`src/rtl/bcd_disp_pkg.sv`:
```
// Shared constants for the 4-digit BCD scan display.
// Segment patterns are active-low {g,f,e,d,c,b,a}.
package bcd_disp_pkg;

  localparam int NUM_DIGITS = 4;

  localparam logic [6:0] SEG_0     = 7'b1000000;
  localparam logic [6:0] SEG_1     = 7'b1111001;
  localparam logic [6:0] SEG_2     = 7'b0100100;
  localparam logic [6:0] SEG_3     = 7'b0110000;
  localparam logic [6:0] SEG_4     = 7'b0011001;
  localparam logic [6:0] SEG_5     = 7'b0010010;
  localparam logic [6:0] SEG_6     = 7'b0000010;
  localparam logic [6:0] SEG_7     = 7'b1111000;
  localparam logic [6:0] SEG_8     = 7'b0000000;
  localparam logic [6:0] SEG_9     = 7'b0010000;
  localparam logic [6:0] SEG_DASH  = 7'b0111111;
  localparam logic [6:0] SEG_BLANK = 7'b1111111;

  typedef enum logic {
    ST_GAP   = 1'b0,
    ST_DRIVE = 1'b1
  } scan_state_t;

endpackage

```
`src/rtl/bcd_to_7seg.sv`:
```
// Combinational BCD nibble to active-low 7-segment decoder.
// Non-decimal nibbles render as a dash.
import bcd_disp_pkg::*;

module bcd_to_7seg (
  input  logic [3:0] nibble,
  input  logic       blank,
  output logic [6:0] seg_n
);

  always_comb begin
    seg_n = SEG_DASH;
    if (blank) begin
      seg_n = SEG_BLANK;
    end else begin
      case (nibble)
        4'd0:    seg_n = SEG_0;
        4'd1:    seg_n = SEG_1;
        4'd2:    seg_n = SEG_2;
        4'd3:    seg_n = SEG_3;
        4'd4:    seg_n = SEG_4;
        4'd5:    seg_n = SEG_5;
        4'd6:    seg_n = SEG_6;
        4'd7:    seg_n = SEG_7;
        4'd8:    seg_n = SEG_8;
        4'd9:    seg_n = SEG_9;
        default: seg_n = SEG_DASH;
      endcase
    end
  end

endmodule

```
`src/rtl/bcd_display_scan.sv`:
```
// Time-multiplexed 4-digit 7-segment scanner with leading-zero
// blanking and frame-synchronous (tear-free) value update.
import bcd_disp_pkg::*;

module bcd_display_scan #(
  parameter int REFRESH_DIV = 50000
) (
  input  logic                  clock,
  input  logic                  reset_n,
  input  logic                  load,
  input  logic [15:0]           DATA_BCD_in,
  input  logic                  blank_lz,
  output logic [NUM_DIGITS-1:0] anode_n,
  output logic [6:0]            seg_n,
  output logic                  frame_start
);

  localparam int PW = $clog2(REFRESH_DIV);
  localparam logic [PW-1:0] PS_LAST = PW'(REFRESH_DIV - 1);

  scan_state_t   state;
  logic [PW-1:0] prescaler;
  logic [1:0]    idx;
  logic [15:0]   pend_reg;
  logic [15:0]   disp_reg;
  logic          pending;

  logic        take_pend;
  logic [15:0] word_sel;
  logic [15:0] upper;
  logic [3:0]  nibble;
  logic        lz;
  logic [6:0]  seg_dec;

  // The GAP that opens a frame decodes the word about to be latched.
  always_comb begin
    take_pend = (state == ST_GAP) && (idx == 2'd0) && pending;
    word_sel  = take_pend ? pend_reg : disp_reg;
    upper     = word_sel >> {idx, 2'b00};
    nibble    = upper[3:0];
    lz        = blank_lz && (idx != 2'd0) && (upper == 16'h0);
  end

  bcd_to_7seg u_dec (
    .nibble (nibble),
    .blank  (lz),
    .seg_n  (seg_dec)
  );

  always_ff @(posedge clock or negedge reset_n) begin
    if (!reset_n) begin
      state       <= ST_GAP;
      prescaler   <= '0;
      idx         <= 2'd0;
      pend_reg    <= 16'h0;
      disp_reg    <= 16'h0;
      pending     <= 1'b0;
      anode_n     <= '1;
      seg_n       <= SEG_BLANK;
      frame_start <= 1'b0;
    end else begin
      frame_start <= 1'b0;
      if (load) begin
        pend_reg <= DATA_BCD_in;
        pending  <= 1'b1;
      end else if (take_pend) begin
        pending  <= 1'b0;
      end
      unique case (state)
        ST_GAP: begin
          state     <= ST_DRIVE;
          prescaler <= '0;
          anode_n   <= ~(4'b0001 << idx);
          seg_n     <= seg_dec;
          if (idx == 2'd0) frame_start <= 1'b1;
          if (take_pend) disp_reg <= pend_reg;
        end
        ST_DRIVE: begin
          prescaler <= prescaler + PW'(1);
          if (prescaler == PS_LAST) begin
            state   <= ST_GAP;
            idx     <= idx + 2'd1;
            anode_n <= '1;
            seg_n   <= SEG_BLANK;
          end else begin
            seg_n   <= seg_dec;
          end
        end
        default: state <= ST_GAP;
      endcase
    end
  end

endmodule
```
`config.mk`:
```
export PLATFORM = sky130hd
export DESIGN_NAME = bcd_display_scan
export DESIGN_NICKNAME = d
export VERILOG_FILES = /design/src/rtl/bcd_disp_pkg.sv /design/src/rtl/bcd_to_7seg.sv /design/src/rtl/bcd_display_scan.sv
export SDC_FILE = /design/constraint.sdc
export NUM_CORES = 1
export LEC_CHECK = 0
export BUFFER_PORTS_ARGS = -buffer_cell sky130_fd_sc_hd__buf_2
export CORE_ASPECT_RATIO = 0.5
export CORE_UTILIZATION = 32
export DETAILED_ROUTE_END_ITERATION = 8
export PLACE_DENSITY_LB_ADDON = 0.05
export SLEW_MARGIN = 10
export SYNTH_ARGS = -nofsm -noshare
export SYNTH_HDL_FRONTEND = slang
export SYNTH_SLANG_ARGS = --single-unit
export TNS_END_PERCENT = 20
```
`constraint.sdc`:
```
create_clock -name clock -period 4.5 [get_ports clock]
set_input_delay 0.9 -clock clock [delete_from_list [all_inputs] [get_ports clock]]
set_output_delay 0.9 -clock clock [all_outputs]
set_load 0.005 [all_outputs]
```
After elaboration in Yosys (flattened, before gate mapping)

Memories as Yosys holds them, arrays and structs flattened.
Index checks and enable logic that the tools add are counted.

Memories kept: 1
ROM bits: 112
Output and inout port bits: 12
Input bits: 20
Bits in registers: 64

Memories:

| name             | words | width | rd ports | clocked after memory_dff | wr ports | line              | RTL |
|---|---|---|---|---|---|---|---|
| (name not given) | 16    | 7     | 1        | 0                        | 0        | bcd_to_7seg.sv:16 | `case (nibble)` |

Add/subtract/negate cells: 2
Bitwise operators: 2
Shift-type cells: 2
Reduce and logical (&&, ||, !) cells: 9
Equality and inequality tests: 2
Multiplexer cells: 13

Operators by type and width:

| operator              | count |
|---|---|
| $pmux 16 s2           | 1 |
| $add 16x1->16 const B | 1 |
| $eq 16x16->1 const B  | 1 |
| $logic_not 16->1      | 1 |
| $mux 16               | 1 |
| $shr 16x4->16         | 1 |
| $mux 7                | 2 |
| $pmux 7 s2            | 1 |
| $pmux 4 s2            | 1 |
| $mux 1                | 5 |
| $logic_and 1x1->1     | 4 |
| $mux 4                | 1 |
| $not 4->4             | 1 |
| $reduce_bool 2->1     | 2 |
| $shl 1x2->4 const A   | 1 |
| $add 2x1->2 const B   | 1 |
| $logic_not 2->1       | 1 |
| $ne 2x1->1 const B    | 1 |
| $pmux 1 s2            | 1 |
| $reduce_and 2->1      | 1 |
| $not 1->1             | 1 |

Longest topological paths before layout

Depth in word-level cells: 10
Gate-level depth with buffers: 14

By module

A second synthesis with hierarchy kept.

Cell total of the unflattened synthesis: 252
Area total of the unflattened synthesis: 3088.0 um2

Modules (own cells, without submodules):

| module           | cells an instance | area an instance (um2) | instances | seq. area each (um2) |
|---|---|---|---|---|
| bcd_display_scan | 217               | 2852.7                 | 1         | 1615.3 |
| bcd_to_7seg      | 35                | 235.2                  | 1         | 0.0 |

Worst setup path before layout

OpenSTA, ideal clock, no wires.

Path kind: register to register
Start: register idx[1]
End: register seg_n[6]
Setup slack: 1.558 ns
Stages on the path, launching flop included: 14
Arrival time: 2.861 ns
Required time: 4.419 ns
Library setup time: 0.081 ns
Path through: dfrtp_1 -> buf_4 -> buf_6 -> inv_1 -> ha_1 -> nand3b_1 -> mux4_2 -> nand2_1 -> and2_1 -> ha_1 -> or4bb_1 -> nor2_1 -> o21ai_1 -> o211ai_1

Cells in the longest elaborated chain, start to end: 10
Elaborated cells on any way between the ends: 13

Ends and longest elaborated chain:

| what                                                 | line                   | RTL |
|---|---|---|
| start, declared                                      | bcd_display_scan.sv:23 | `logic [1:0] idx;` |
| start signal, assigned                               | bcd_display_scan.sv:82 | `idx <= idx + 2'd1;` |
| branches (longest 7 deep; another with $mem_v2 16x7) | -                      |  |
| $mux 7 *                                             | bcd_to_7seg.sv:13      | `if (blank) begin` |
| $mux 7                                               | bcd_display_scan.sv:80 | `if (prescaler == PS_LAST) begin` |
| $pmux 7 s2 *                                         | bcd_display_scan.sv:69 | `unique case (state)` |
| end signal, assigned                                 | bcd_display_scan.sv:74 | `seg_n <= seg_dec;` |
| end signal, assigned                                 | bcd_display_scan.sv:86 | `seg_n <= seg_dec;` |
| end, declared                                        | bcd_display_scan.sv:14 | `output logic [6:0] seg_n,` |

Mark *: on every way between the ends.
A chain may end at the register's enable or synchronous reset.

Final worst setup path

Start: register idx[0]
End: register seg_n[6]

Same word-level chain as after synthesis.

==> flow_metrics.py <==
metrics = {
    "synth": {
        "yosys_warnings": 0,
        "synth_common_cells": "nand2_1 (58), dfrtp_1 (53), mux2_2 (26), nor2_1 (22)",
        "synth_edf_count": 0,
        "synth-seq-area-share_pct": 50.10,
        "synth.most_common_cell": "nand2_1",
        "synth_area_leaders": "dfrtp_1 (41%), mux2_2 (9.1%), dfstp_2 (9.0%)",
        "synthArstFlopShare_pct": 100.0,
        "netlist_area_mm2": 0.003224,
        "syn_avg_cell_area_um2": 10.82,
        "ys_ff_latch": 64,
        "synth.distinct_cells": 42,
        "synth_ff_type": "dfrtp_1",
        "synthCells": 298,
        "yosysTopAreaCellShare_pct": 41.13,
        "synthesis.nets": 328,
        "synth_top_area_cell": "dfrtp_1",
    },
    "clock_tree": {
        "cts_tree": "yes",
        "clk_pin_slew_ns": 0.05,
        "cts_setup_buffers": 0,
        "clk_latency_ns": 0.32,
        "cts-root-buf": "clkbuf_16",
        "cts_resized": 0,
        "holdBufCountCts": 0,
        "cts_inserted_buffers": 9,
        "cts_sinks": 64,
        "clk_path_buf_depth": 2,
        "cts_max_level": 3,
    },
    "sta": {
        "drv_slew": 0,
        "rsz0062_at_grt": "no",
        "hold_violations": 0,
        "fmax_ghz": 0.2729,
        "max-slew-margin-rel_pct": 33.79,
        "fin_crit_sh_pct": 81.44,
        "setup_viol": 0,
        "setup_ws_ns": 0.8353,
        "period_needed_ns": 3.665,
        "finClkSkew_ns": 0.003643,
        "tns_ns": 0,
        "tightest_slew_ns": 0.9931,
    },
    "drt": {
        "wl_mm": 7.212,
        "detail-route-antenna-nets": 0,
        "drc": 0,
        "drtIter0Drc": 135,
        "routedWlPerCell_um": 15.31,
        "avgViaCountPerCell": 4.766,
        "drtPass1Iterations": 4,
        "num_vias": 2245,
    },
    "die": {
        "start_util_pct": 33.58,
        "die_area_mm2": 0.01051,
        "rows": 25,
        "pin_count": 32,
        "core-area_mm2": 0.009603,
        "die_y_um": 72.98,
        "die_w_um": 144.0,
    },
    "place": {
        "numPortBuffers": 31,
        "place_ws_ns": 0.8679,
        "place_congestion": 0.7874,
        "placed_area_mm2": 0.003506,
        "dp_cells": 455,
        "hpwl_mm": 5.103,
    },
    "critical_path": {
        "required_ns": 4.74,
        "max_stage_delay_ns": 0.59,
        "crit_type": "reg -> reg",
        "crit_top_cell": "ha_1",
        "timing.critical_path.cells": "clkinv_1 > ha_1 > nand3b_1 > mux4_2 > nand2_1 > and2_1 > ha_1 > or4bb_1 > nor2_1 > o21ai_1 > o211ai_1",
        "arrival_ns": 3.91,
        "slowest_stage": "mux4_2",
        "critPathCaptureType": "flop",
        "critPathMaxFanout": 11,
        "crit_path_start_kind": "flop",
    },
    "finish": {
        "layout-drive-gt1-share_pct": 28.57,
        "final_cells": 471,
        "nFillCells": 980,
        "diodes": 0,
        "finalNetCount": 361,
        "area_growth_syn_to_layout_pct": 18.32,
        "fin_area_mm2": 0.003815,
    },
    "global_routing": {
        "grt_max_degree": 38,
        "grt_pass1_vias": 2338,
        "grt_pass1_wl_mm": 12.38,
        "antenna_found_initial": 0,
        "grt_use_total_pct": 15.90,
        "grt_overflow": 0,
    },
    "pwr": {
        "pwr-share-clk_pct": 49.7,
        "seqPwrFrac_pct": 44.4,
        "comb_power_share_pct": 5.9,
        "peakVddDrop_v": 0.0001727,
        "p_per_area_mw_per_mm2": 372.4,
        "switchingPower_w": 0.0003015,
        "p_leak_nw": 1.729,
        "switching_share_pct": 21.22,
        "p_int_w": 0.001119,
    },
    "min_path": {
        "hold_path.class": "reg -> reg",
    },
    "flow_run": {
        "drv_cap": 0,
    },
    "run_status": {
        "status": "finished clean",
    },
}
-- area by class of cell --
| type | instances | area [um^2] | share of cell area, % |
|---|---|---|---|
| multi-input cells | 213 | 1510 | 39.59 |
| inverters | 9 | 33.78 | 0.8855 |
| repair buffers | 34 | 177.7 | 4.657 |
| flip-flops and latches | 64 | 1615 | 42.34 |
| clock inverters | 3 | 38.79 | 1.017 |
| clock buffers | 13 | 270.3 | 7.084 |
| well taps | 135 | 168.9 | 4.428 |
-- worst max-delay path: cells and delay by family, from the launching register on --
family	cells	cell delay, ns
mux	1	0.59
simple gates	5	1.24
fa+ha+maj	2	0.58
compound gates	2	0.37
flops	1	0.45
buf+inv	1	0.36
-- path summary, 6_finish.rpt --
path	end	slack, ns	start	cells past startpoint
max	seg_n[6]	0.84	idx[0]	11
min	prescaler[0]	0.47	prescaler[0]	1
max reg2reg	seg_n[6]	0.84	idx[0]	11
min reg2reg	prescaler[0]	0.47	prescaler[0]	1
max in group asynchronous	anode_n[3]	2.99	reset_n	2
min in group asynchronous	prescaler[5]	0.59	reset_n	1
-- power groups by stage --
stage	Combinational, W	Clock [W]	Sequential (W)
3_5_place_dp	0.0000857	0	0.000640
4_1_cts	0.0000860	0.000729	0.000631
2_1_floorplan	0.0000508	0	0.000630
6_report	0.0000836	0.000706	0.000631
3_3_place_gp	0.0000852	0	0.000641
5_1_grt	0.0000961	0.000763	0.000634
-- layer usage --
metal	share of wire [%]	global-route usage, %	vias up
met1	51	21.60	1111
met2	45	24.26	31
met3	3.6	5.315	5
li1	-	-	1098
met5	0	0	-
met4	0.61	4.255	0
-- cell families (layout without fill, tap and decap cells) --
kind of cell	Yosys count	count (layout)	share of synthesized area [%]
multiplexers	44	44	17.15
adder cells (fa/ha/maj)	10	10	3.880
XOR/XNOR	13	13	3.531
buffers and inverters	21	59	3.065
AND/OR/NAND/NOR	123	123	17.97
AO/OA/AOI/OAI	23	23	4.307
flip-flops	64	64	50.10
-- layout by cell type, fill, tap and decap left out, types with 8 or more instances in the layout --
cell       count
a21oi_1        9
buf_2         31
clkbuf_16      9
dfrtp_1       53
dfstp_2       11
ha_1          10
inv_1          8
mux2_2        26
mux2i_1       11
nand2_1       58
nand3_1       11
nor2_1        22
xnor2_1        8
-- per-stage QoR --
stage | power, W | util (%) | hold WS [ns]
after CTS | 0.001446 | 39.73 | 0.4781
after floorplan | 0.0006804 | - | 0.4389
final | 0.001421 | 39.73 | 0.4741
after global placement | 0.0007258 | 36.51 | 0.4648
after detailed placement | 0.0007260 | 36.51 | 0.4664
after global routing | 0.001494 | 39.73 | 0.5041
No activity file was read; power rests on OpenSTA's default activity.
